### src/rtl/opb_sw_reg_pkg.sv
// rtl/opb_sw_reg_pkg.sv - shared types and constants for the OPB software registers
//
// Contents:
//   slave_state_e : IDLE / ACK / GAP states of the OPB slave attach
//   reg_sel_e     : decoded register word of a transfer
//   DATA_OFS, STATUS_OFS : byte offsets of the two register words
//   STATUS_NEW, STATUS_OVR, STATUS_CNT_LSB : STATUS bit positions
//   pack_status() : builds the STATUS word from its fields
package opb_sw_reg_pkg;

  typedef enum logic [1:0] {
    ST_IDLE = 2'd0,
    ST_ACK  = 2'd1,
    ST_GAP  = 2'd2
  } slave_state_e;

  // SEL_NONE is encoded as 0 so a reset attach carries no stale decode.
  typedef enum logic [1:0] {
    SEL_NONE   = 2'd0,
    SEL_DATA   = 2'd1,
    SEL_STATUS = 2'd2
  } reg_sel_e;

  localparam logic [31:0] DATA_OFS   = 32'h0000_0000;
  localparam logic [31:0] STATUS_OFS = 32'h0000_0004;

  localparam int STATUS_NEW     = 0;
  localparam int STATUS_OVR     = 1;
  localparam int STATUS_CNT_LSB = 16;

  function automatic logic [31:0] pack_status(input logic [15:0] cnt,
                                              input logic        ovr,
                                              input logic        nw);
    logic [31:0] w;
    w = '0;
    w[STATUS_CNT_LSB +: 16] = cnt;
    w[STATUS_OVR]           = ovr;
    w[STATUS_NEW]           = nw;
    return w;
  endfunction

endpackage

### src/rtl/opb_slave_attach.sv
// rtl/opb_slave_attach.sv - OPB single-beat slave: address decode, IDLE/ACK/GAP FSM, bus-bit reversal
//
// Ports:
//   clk, rst_n    : bus clock, asynchronous active-low reset
//   opb_abus      : OPB address, bit 0 = MSB
//   opb_be        : OPB byte enables, opb_be[last] covers the least significant byte
//   opb_dbus      : OPB write data, bit 0 = MSB
//   opb_rnw       : 1 = read, 0 = write
//   opb_select    : transfer request
//   rd_word       : read word for the live decode (req_sel), supplied by the register file
//   sl_dbus       : read data towards the bus, zero outside the ack cycle of a read
//   sl_xferack    : one-cycle transfer acknowledge
//   req_start     : the FSM is accepting a transfer at the coming edge
//   req_sel       : live decode of opb_abus, valid with req_start
//   ack_sel       : decode latched for the transfer being acked
//   ack_rnw       : direction latched for the transfer being acked
//   ack_wdata     : write data latched for the transfer, bit 0 = LSB
//   ack_be        : byte enables latched for the transfer, ack_be[0] covers wdata[7:0]
module opb_slave_attach
  import opb_sw_reg_pkg::*;
#(
  parameter logic [31:0] C_BASEADDR   = 32'hFFFF_FFFF,
  parameter logic [31:0] C_HIGHADDR   = 32'h0000_0000,
  parameter int          C_OPB_AWIDTH = 32,
  parameter int          C_OPB_DWIDTH = 32
) (
  input  logic                        clk,
  input  logic                        rst_n,
  input  logic [0:C_OPB_AWIDTH-1]     opb_abus,
  input  logic [0:C_OPB_DWIDTH/8-1]   opb_be,
  input  logic [0:C_OPB_DWIDTH-1]     opb_dbus,
  input  logic                        opb_rnw,
  input  logic                        opb_select,
  input  logic [C_OPB_DWIDTH-1:0]     rd_word,
  output logic [0:C_OPB_DWIDTH-1]     sl_dbus,
  output logic                        sl_xferack,
  output logic                        req_start,
  output reg_sel_e                    req_sel,
  output reg_sel_e                    ack_sel,
  output logic                        ack_rnw,
  output logic [C_OPB_DWIDTH-1:0]     ack_wdata,
  output logic [C_OPB_DWIDTH/8-1:0]   ack_be
);

  localparam int AW = C_OPB_AWIDTH;
  localparam int DW = C_OPB_DWIDTH;

  slave_state_e  state_q, state_d;
  logic [AW-1:0] addr;
  logic [AW-1:0] ofs;
  logic [AW-1:0] word_ofs;
  logic          hit;
  logic [DW-1:0] rd_q;
  logic          unused_ofs;

  // A vector copy renumbers the big-endian bus into a plain [msb:0] value.
  assign addr = opb_abus;
  assign ofs  = addr - C_BASEADDR[AW-1:0];
  assign hit  = opb_select
             && (addr >= C_BASEADDR[AW-1:0])
             && (addr <= C_HIGHADDR[AW-1:0]);

  // The word within the first 8 bytes is picked by ABus[29] alone, so byte
  // addresses inside a word reach that word; beyond 8 bytes nothing decodes.
  assign word_ofs   = {ofs[AW-1:3], opb_abus[AW-3], 2'b00};
  assign unused_ofs = &{1'b0, ofs[2:0]};

  always_comb begin
    req_sel = SEL_NONE;
    if (word_ofs == DATA_OFS[AW-1:0]) begin
      req_sel = SEL_DATA;
    end else if (word_ofs == STATUS_OFS[AW-1:0]) begin
      req_sel = SEL_STATUS;
    end
  end

  always_ff @(posedge clk or negedge rst_n) begin
    if (!rst_n) begin
      state_q <= ST_IDLE;
    end else begin
      state_q <= state_d;
    end
  end

  // GAP ignores select: the master still drives select during the cycle after
  // the ack, and re-accepting it there would ack one transfer twice.
  always_comb begin
    state_d    = state_q;
    req_start  = 1'b0;
    sl_xferack = 1'b0;
    unique case (state_q)
      ST_IDLE: begin
        if (hit) begin
          state_d   = ST_ACK;
          req_start = 1'b1;
        end
      end
      ST_ACK: begin
        sl_xferack = 1'b1;
        state_d    = ST_GAP;
      end
      ST_GAP: begin
        state_d = ST_IDLE;
      end
      default: begin
        state_d = ST_IDLE;
      end
    endcase
  end

  // Everything the ack cycle needs is frozen when the transfer is accepted, so
  // a capture landing on that edge cannot change what the master reads.
  always_ff @(posedge clk or negedge rst_n) begin
    if (!rst_n) begin
      ack_sel   <= SEL_NONE;
      ack_rnw   <= 1'b0;
      ack_wdata <= '0;
      ack_be    <= '0;
      rd_q      <= '0;
    end else if (req_start) begin
      ack_sel   <= req_sel;
      ack_rnw   <= opb_rnw;
      ack_wdata <= opb_dbus;
      ack_be    <= opb_be;
      rd_q      <= opb_rnw ? rd_word : '0;
    end
  end

  always_comb begin
    for (int i = 0; i < DW; i++) begin
      sl_dbus[i] = sl_xferack ? rd_q[DW-1-i] : 1'b0;
    end
  end

endmodule

### src/rtl/opb_register_simulink2ppc.sv
// rtl/opb_register_simulink2ppc.sv - OPB read register carrying one word from user fabric to the PPC
//
// Ports:
//   OPB_Clk, OPB_Rst_n          : shared clock, asynchronous active-low reset
//   OPB_ABus, OPB_BE, OPB_DBus  : OPB address, byte enables, write data (bit 0 = MSB)
//   OPB_RNW, OPB_select         : direction and transfer request
//   OPB_seqAddr                 : ignored, every transfer is a single beat
//   Sl_DBus, Sl_xferAck         : read data and one-cycle acknowledge
//   Sl_errAck, Sl_retry, Sl_toutSup : tied low
//   user_data_in, user_data_valid   : fabric word and its capture strobe
//   user_read_ack               : one-cycle pulse in the ack cycle of a DATA read
//
// Registers: 0x0 DATA (read only), 0x4 STATUS {CNT[31:16], OVR[1], NEW[0]}.
module opb_register_simulink2ppc
  import opb_sw_reg_pkg::*;
#(
  parameter logic [31:0] C_BASEADDR   = 32'hFFFF_FFFF,
  parameter logic [31:0] C_HIGHADDR   = 32'h0000_0000,
  parameter int          C_OPB_AWIDTH = 32,
  parameter int          C_OPB_DWIDTH = 32,
  parameter              C_FAMILY     = "virtex5"
) (
  input  logic                      OPB_Clk,
  input  logic                      OPB_Rst_n,
  input  logic [0:C_OPB_AWIDTH-1]   OPB_ABus,
  input  logic [0:C_OPB_DWIDTH/8-1] OPB_BE,
  input  logic [0:C_OPB_DWIDTH-1]   OPB_DBus,
  input  logic                      OPB_RNW,
  input  logic                      OPB_select,
  input  logic                      OPB_seqAddr,
  output logic [0:C_OPB_DWIDTH-1]   Sl_DBus,
  output logic                      Sl_xferAck,
  output logic                      Sl_errAck,
  output logic                      Sl_retry,
  output logic                      Sl_toutSup,
  input  logic [31:0]               user_data_in,
  input  logic                      user_data_valid,
  output logic                      user_read_ack
);

  localparam int unused_family_bits = $bits(C_FAMILY);

  logic [31:0] data_q;
  logic        new_q;
  logic        ovr_q;
  logic [15:0] cnt_q;
  logic        cap_on_latch_q;

  reg_sel_e    req_sel;
  reg_sel_e    ack_sel;
  logic        req_start;
  logic        ack_rnw;
  logic [31:0] ack_wdata;
  logic [3:0]  ack_be;
  logic [31:0] rd_word;

  logic        capture;
  logic        data_rd_start;
  logic        data_rd_end;
  logic        status_wr;
  logic        ovr_clr;
  logic        ovr_set;
  logic        unused_ok;

  always_comb begin
    rd_word = '0;
    unique case (req_sel)
      SEL_DATA:   rd_word = data_q;
      SEL_STATUS: rd_word = pack_status(cnt_q, ovr_q, new_q);
      default:    rd_word = '0;
    endcase
  end

  opb_slave_attach #(
    .C_BASEADDR   (C_BASEADDR),
    .C_HIGHADDR   (C_HIGHADDR),
    .C_OPB_AWIDTH (C_OPB_AWIDTH),
    .C_OPB_DWIDTH (C_OPB_DWIDTH)
  ) u_attach (
    .clk        (OPB_Clk),
    .rst_n      (OPB_Rst_n),
    .opb_abus   (OPB_ABus),
    .opb_be     (OPB_BE),
    .opb_dbus   (OPB_DBus),
    .opb_rnw    (OPB_RNW),
    .opb_select (OPB_select),
    .rd_word    (rd_word),
    .sl_dbus    (Sl_DBus),
    .sl_xferack (Sl_xferAck),
    .req_start  (req_start),
    .req_sel    (req_sel),
    .ack_sel    (ack_sel),
    .ack_rnw    (ack_rnw),
    .ack_wdata  (ack_wdata),
    .ack_be     (ack_be)
  );

  assign capture       = user_data_valid;
  assign data_rd_start = req_start && OPB_RNW && (req_sel == SEL_DATA);
  assign data_rd_end   = Sl_xferAck && ack_rnw && (ack_sel == SEL_DATA);
  assign status_wr     = Sl_xferAck && !ack_rnw && (ack_sel == SEL_STATUS);
  assign ovr_clr       = status_wr && ack_be[0] && ack_wdata[STATUS_OVR];

  // A capture on the accept edge or in the ack cycle of a DATA read loses
  // nothing: the word in flight to the PPC is the one being replaced.
  assign ovr_set = capture && new_q && !data_rd_start && !data_rd_end;

  assign user_read_ack = data_rd_end;

  always_ff @(posedge OPB_Clk or negedge OPB_Rst_n) begin
    if (!OPB_Rst_n) begin
      data_q         <= '0;
      new_q          <= 1'b0;
      ovr_q          <= 1'b0;
      cnt_q          <= '0;
      cap_on_latch_q <= 1'b0;
    end else begin
      // Remembers that DATA changed after the read latched it, so the read
      // must not mark the newer, unseen word as consumed.
      cap_on_latch_q <= data_rd_start && capture;

      if (capture) begin
        data_q <= user_data_in;
        cnt_q  <= cnt_q + 16'd1;
      end

      if (capture) begin
        new_q <= 1'b1;
      end else if (data_rd_end && !cap_on_latch_q) begin
        new_q <= 1'b0;
      end

      if (ovr_set) begin
        ovr_q <= 1'b1;
      end else if (ovr_clr) begin
        ovr_q <= 1'b0;
      end
    end
  end

  assign Sl_errAck  = 1'b0;
  assign Sl_retry   = 1'b0;
  assign Sl_toutSup = 1'b0;

  assign unused_ok = &{1'b0, OPB_seqAddr, ack_wdata[31:2], ack_wdata[0], ack_be[3:1]};

endmodule

### config.mk
export PLATFORM = sky130hd
export DESIGN_NAME = opb_register_simulink2ppc
export DESIGN_NICKNAME = d
export VERILOG_FILES = /design/src/rtl/opb_sw_reg_pkg.sv /design/src/rtl/opb_slave_attach.sv /design/src/rtl/opb_register_simulink2ppc.sv
export SDC_FILE = /design/constraint.sdc
export NUM_CORES = 1
export LEC_CHECK = 0
export ABC_AREA = 1
export CAP_MARGIN = 10
export CORE_MARGIN = 4
export CORE_UTILIZATION = 35
export CTS_BUF_LIST = sky130_fd_sc_hd__clkbuf_2
export DETAILED_ROUTE_END_ITERATION = 8
export PLACE_DENSITY = 0.69
export SYNTH_ARGS = -nofsm -noshare
export SYNTH_HDL_FRONTEND = slang
export SYNTH_HIERARCHICAL = 1
export SYNTH_SLANG_ARGS = --single-unit
### constraint.sdc
create_clock -name OPB_Clk -period 1.5 [get_ports OPB_Clk]
set_input_delay 0.375 -clock OPB_Clk [delete_from_list [all_inputs] [get_ports OPB_Clk]]
set_output_delay 0.375 -clock OPB_Clk [all_outputs]
set_load 0.01 [all_outputs]
; ---- Yosys cells after proc, flatten, opt, wreduce, memory -nomap -nowiden
; Cells that the tools add are included.
[word_totals]
output_inout_bits = 37
register_bits = 91
inputBits = 106
word_cells = 90
[op_classes]
eq_ne = 7
n_addsub = 2
reduce_logical = 23
magnitude_cmp = 2
mux = 45
[op_table]
columns = operator, n
row1 = $pmux W32 S2, 1
row2 = $mux W1, 39
row3 = $ge A32 B32 Y1 const B, 1
row4 = $le A32 B1 Y1 const B, 1
row5 = $logic_not A32 Y1, 1
row6 = $mux W32, 1
row7 = $sub A32 B32 Y32 const B, 1
row8 = $eq A30 B1 Y1 const B, 1
row9 = $add A16 B1 Y16 const B, 1
row10 = $logic_and A1 B1 Y1, 15
row11 = $eq A2 B1 Y1 const B, 3
row12 = $mux W2, 3
row13 = $eq A2 B2 Y1 const B, 2
row14 = $logic_not A1 Y1, 4
row15 = $pmux W2 S2, 1
row16 = $reduce_bool A2 Y1, 2
row17 = $logic_not A2 Y1, 1
row18 = $ne A2 B1 Y1 const B, 1

; ---- Depth between registers and ports, before layout
; Gate-level depths: netlist of the first run.
[depth]
word_depth = 11
depth_mapped = 5
mapped_depth_nobuf = 4

; ---- By module
; The synthesis of the first run kept the hierarchy.
[modules_own_cells]
columns = mod, seq_area_each_um2, area_each_um2, cells_each, instances
row1 = opb_slave_attach, 1826.8, 3387.0, 432, 1
row2 = opb_register_simulink2ppc, 1276.2, 2586.2, 347, 1

; ---- Worst setup path before layout of the first run
; No wires, ideal clock.
[synth_path]
kind = register -> output
start = register u_attach.state_q[1]
end = output port Sl_DBus[10] in the netlist's numbering
t_required_ns = 1.125
path_buffers = 1
path_stages_with_launch = 5
path_slack_ns = -0.033
t_arrival_ns = 1.158
cell_sequence = dfrtp_1 -> nor2_1 -> inv_1 -> clkbuf_1 -> nor2_1
[synth_via]
elab_chain_len = 3
[synth_lines]
columns = element, line
row1 = from (decl), opb_slave_attach.sv:48  ; slave_state_e state_q, state_d;
row2 = from (signal assigned), opb_slave_attach.sv:81  ; state_q <= state_d;
row3 = $eq A2 B1 Y1, opb_slave_attach.sv:91  ; unique case (state_q)
row4 = $mux W1, opb_slave_attach.sv:91
row5 = net Sl_xferAck, opb_register_simulink2ppc.sv:32  ; output logic Sl_xferAck,
row6 = $mux W1, opb_slave_attach.sv:131  ; sl_dbus[i] = sl_xferack ? rd_q[DW-1-i] : 1'b0;
row7 = to (decl), opb_register_simulink2ppc.sv:31  ; output logic [0:C_OPB_DWIDTH-1] Sl_DBus,
; The timed path passes the listed nets, and every way through them passes these cells.

; ---- Worst setup path in the final report of the first run
[layout_path]
start = register u_attach.state_q[1]
end = output port Sl_DBus[30] in the netlist's numbering
[layout_via]
elab_chain_len = 3
[layout_lines]
columns = element, line
row1 = $eq A2 B1 Y1, opb_slave_attach.sv:91
row2 = $mux W1, opb_slave_attach.sv:91
row3 = $mux W1, opb_slave_attach.sv:131
; No other way between the ends.

==> results.cfg, run 1 <==
[sta]
period_minus_slack_ns = 1.73
fin_setup_tns_ns = -7.16
max_freq_mhz = 578
finalSetupViolations = 34
post-route-worst-setup-slack_ns = -0.231
finClkSkew_ns = 0.000214
hold_viol_final = 0
fin_crit_sh = 1.15
slew_violations = 0
rsz0062_at_grt = yes

[setup_path]
required_ns = 1.12
end_kind = primary output
worstSetupPathType = flip-flop to primary output
cp.arrival_ns = 1.36
crit_fanout = 14
critical_path.startpoint_type = flip-flop

[die]
dieArea_um2 = 4970
core-area_um2 = 3720
fp.dieW_um = 70.5
start_util = 0.368
die_h_um = 70.5
num_io_pins = 143
num_rows = 22

[placement]
dpl.hpwl_um = 1420
port-buffer-count = 35
place_congestion = 0.685

[clock_tree]
cts_tree = done
htree_levels = 2
cts_buffers = 5
clk_pin_slew_ns = 0.16
cts.sinks = 37
clock-root-buffer = clkbuf_2
ctsLongestPathBuffers = 2
clock_latency_ns = 0.36

[pwr]
p_leak_nw = 0.855
peakVddDrop_v = 0.000455
total_power_mw = 1.49
power_density_nw_per_um2 = 902

[synthesis]
synth_cells = 151
syn_area_um2 = 1370
yosys_warnings = 6
postSynthAreaPerCell_um2 = 9.06

[cells_and_area]
fillers = 376
diodes = 0
fin_nets = 267
area.growth.synth_to_final_pct = 20.4
drive_gt1_frac = 0.453

[route]
avgViaCountPerCell = 3.77
drcViolationCount = 0
drt_iter0_drc = 16
drtAntennaViolNets = 0
drt-total-wl_um = 2160
first_pass_iters = 2
avgRoutedWirePerCell_um = 10.3
vias = 788

[status]
violations = setup timing
status = finished with violations

[global_route]
grt_pass1_wl_um = 3700
grt_max_degree = 20
grt_pass1_vias = 812
grtUsageTotal = 0.0975
antenna_found_initial = 0
grt_overflow = 0

[flow_run]
drv_cap = 0

[hold_path]
hp-class = flip-flop to flip-flop
## cells in the final DEF, fill, tap and decap left out, types with 2 or more instances in the layout
master and count:
buf_4 2, clkbuf_2 6, buf_6 4, dfrtp_1 37, nor2_1 10, buf_12 2, nor2_2 23, inv_1 34
buf_2 33, conb_1 4
## state kept, by name, indices dropped and copies added (netlist names)
register and cells:
u_attach/state_q 2, u_attach/ack_sel 2, u_attach/ack_rnw 1, u_attach/rd_q 32
## per-stage QoR
stage / worst slack (ns) / hold WS, ns / instances / util / cell area (um^2)
global route: -0.347 / 0.408 / 209 / 0.443 / 1650
detailed placement: -0.291 / 0.336 / 199 / 0.446 / 1660
CTS: -0.256 / 0.398 / 209 / 0.427 / 1590
floorplan: 0.00470 / 0.0794 / 153 / - / 1380
global placement: -0.263 / 0.328 / 199 / 0.446 / 1660
finish: -0.231 / 0.393 / 209 / 0.443 / 1650
## layout make-up
type / count / area (um^2) / share of cell area
inverter: 36 / 138 / 0.0836
timing repair buffer: 42 / 275 / 0.167
multi-input combinational: 39 / 214 / 0.130
clock buffer: 6 / 30.0 / 0.0182
clock inverter: 1 / 3.75 / 0.00228
tap: 48 / 60.1 / 0.0365
sequential: 37 / 926 / 0.562
## worst max-delay path, cell delays in order (launching register included)
cell and delay [ns]:
dfrtp_1 0.44, nor2_4 0.13, inv_4 0.06, buf_12 0.15, nor2_2 0.08, buf_2 0.13
## per-layer routing
metal | up-vias | global-route usage | share of wire
li1 | 396 | - | -
met1 | 352 | 0.116 | 0.42
met2 | 34 | 0.148 | 0.46
met3 | 6 | 0.0403 | 0.097
met4 | 0 | 0.0574 | 0.021
met5 | - | 0 | 0
## what timing repair did
action	4_1_cts	5_1_grt
buffers inserted	1	0
hold endpoints to repair	18	0
hold buffers	1	0
gates resized for setup	151	21
setup endpoints to repair	34	34
cloned	1	0
pin swaps	2	0
## power by group
group	switching (mW)	internal [mW]	total, mW	leakage [nW]
combinational	0.0572	0.0335	0.0907	0.315
sequential	0.00242	1.00	1.00	0.513
clock	0.283	0.109	0.392	0.0265
total	0.342	1.14	1.49	0.855
## path summary, 6_finish.rpt
| kind | slack [ns] | from | cells past startpoint | endpoint |
|---|---|---|---|---|
| min reg2reg | 0.39 | u_attach/rd_q[28] | 0 | u_attach/rd_q[28] |
| max | -0.23 | u_attach/state_q[1] | 5 | Sl_DBus[30] |
| min | 0.39 | u_attach/rd_q[28] | 0 | u_attach/rd_q[28] |
| min in group asynchronous | 0.45 | OPB_Rst_n | 2 | u_attach/rd_q[21] |
| max reg2reg | 0.90 | u_attach/state_q[0] | 2 | u_attach/state_q[1] |
| max in group asynchronous | 0.61 | OPB_Rst_n | 3 | u_attach/rd_q[7] |
Power figures use the tool's default switching activity.
==> run 2, diff against run 1 <==
--- a/config.mk
+++ b/config.mk
@@ -10,8 +10,10 @@
 export CORE_MARGIN = 4
 export CORE_UTILIZATION = 35
 export CTS_BUF_LIST = sky130_fd_sc_hd__clkbuf_2
+export CTS_CLUSTER_SIZE = 14
 export DETAILED_ROUTE_END_ITERATION = 8
-export PLACE_DENSITY = 0.69
+export MAX_ROUTING_LAYER = met4
+export PLACE_DENSITY = 0.68
 export SYNTH_ARGS = -nofsm -noshare
 export SYNTH_HDL_FRONTEND = slang
 export SYNTH_HIERARCHICAL = 1
==> results.cfg, run 2 (synthesis results as in run 1) <==
[sta]
hold_viol_final = 0
hold_ws_ns = 0.394
fin_crit_sh = 1.14
rsz0062_at_grt = yes
period_minus_slack_ns = 1.71
fin_setup_tns_ns = -6.17
slew_violations = 0
max_freq_mhz = 585
post-route-worst-setup-slack_ns = -0.209
finalSetupViolations = 34
finClkSkew_ns = 0.000129

[placement]
dpl.hpwl_um = 1480
port-buffer-count = 35
place_congestion = 0.684
dp_slack_ns = -0.300
placed_cell_area_um2 = 1660

[cells_and_area]
largest_registers = u_attach/rd_q x32, u_attach/ack_sel x2, u_attach/state_q x2
area.growth.synth_to_final_pct = 19.9
largest_reg_flops = 32
fin_nets = 269
diodes = 0
mostFrequentLayoutCell = dfrtp_1
fillers = 377
drive_gt1_frac = 0.396
stdcell_area_um2 = 1640
top_register = u_attach/rd_q
final_cell_mix = dfrtp_1 (37), inv_1 (34), buf_2 (33)

[status]
status = finished with violations
violations = setup timing

[clock_tree]
clock_latency_ns = 0.34
htree_levels = 2
ctsLongestPathBuffers = 2
clk_pin_slew_ns = 0.16
cts_buffers = 5
cts.sinks = 37
cts_tree = done
clock-root-buffer = clkbuf_2

[setup_path]
crit_fanout = 16
r2r_end = u_attach/state_q[1]
cp.arrival_ns = 1.33
rrSetupSlack_ns = 0.79
end_kind = primary output
reg2reg_depth = 3
r2r_start = u_attach/state_q[0]
worstSetupPathType = flip-flop to primary output
critical_path.startpoint_type = flip-flop
required_ns = 1.12

[hold_path]
holdPathStages = 0
holdPathEnd = u_attach/rd_q[30]
hp-class = flip-flop to flip-flop
hp-start = u_attach/rd_q[30]

[die]
num_rows = 22
num_io_pins = 143
fp.dieW_um = 70.5
die_h_um = 70.5
core-area_um2 = 3720
start_util = 0.368
dieArea_um2 = 4970

[global_route]
antenna_found_initial = 0
grt_overflow = 0
grt_pass1_vias = 843
grtUsageTotal = 0.0994
grt_max_degree = 22
grt_pass1_wl_um = 3650

[route]
avgViaCountPerCell = 3.71
vias = 786
wl_met2_um = 965
drcViolationCount = 0
wl_met1_um = 875
avgRoutedWirePerCell_um = 9.91
drtAntennaViolNets = 0
top_layer = met4
drt-total-wl_um = 2100
met3_length_um = 241
drt_iter0_drc = 11
first_pass_iters = 3

[pwr]
peakVddDrop_v = 0.000453
pwr-share-comb = 0.061
seqPwrFrac = 0.672
p_int_mw = 1.15
pwr-share-clk = 0.267
switching_share = 0.227
p_leak_nw = 0.872
switching_power_mw = 0.339
power_density_nw_per_um2 = 911

[flow_run]
drv_cap = 0
==> run 2: power groups by stage <==
stage               clock [mW]  combinational (mW)  sequential [mW]
global route             0.472               0.100             1.00
CTS                      0.433              0.0893             1.00
finish                   0.399              0.0908             1.00
detailed placement           0              0.0643             1.02
floorplan                    0              0.0292             1.02
global placement             0              0.0620             1.02
==> run 2: area by class of cell <==
| cell class | instances | area, um^2 | share of cell area |
|---|---|---|---|
| multi-input cells | 39 | 189 | 0.115 |
| repair buffers | 44 | 289 | 0.176 |
| well taps | 48 | 60.1 | 0.0366 |
| inverters | 36 | 135 | 0.0824 |
| clock buffers | 6 | 30.0 | 0.0183 |
| flip-flops and latches | 37 | 926 | 0.565 |
| clock inverters | 2 | 10.0 | 0.00611 |
==> run 2: how the worst max path moves through the flow <==
stage | startpoint | to
global placement | u_attach/state_q[1] | Sl_DBus[6]
global route | u_attach/state_q[1] | Sl_DBus[30]
CTS | u_attach/state_q[1] | Sl_DBus[2]
finish | u_attach/state_q[1] | Sl_DBus[5]
detailed placement | u_attach/state_q[1] | Sl_DBus[3]
floorplan | u_attach/state_q[1] | Sl_DBus[10]
==> run 2: critical path: stages (launching register included) <==
cell and delay [ns]:
dfrtp_1 0.44, nor2_4 0.10, inv_2 0.07, buf_8 0.15
nor2_1 0.09, buf_2 0.14
==> run 2: per-stage QoR <==
step / util / std cells / power (mW)
after global placement: 0.446 / 199 / 1.08
final: 0.441 / 212 / 1.49
after CTS: 0.436 / 212 / 1.53
after detailed placement: 0.446 / 199 / 1.09
after floorplan: - / 153 / 1.05
after global routing: 0.441 / 212 / 1.58
==> run 2: timing repair <==
item | CTS | global route
hold buffers | 1 | 0
pin swaps | 2 | 0
cloned | 1 | 0
resized for setup | 153 | 7
endpoints found under the setup margin | 34 | 34
endpoints found under the hold margin | 16 | 0
setup buffers | 3 | 0
==> run 2: routing by layer <==
layer,GRT usage,vias to the layer above
li1,-,406
met1,0.102,345
met2,0.153,33
met3,0.0504,2
met4,0.0574,0
met5,-,-
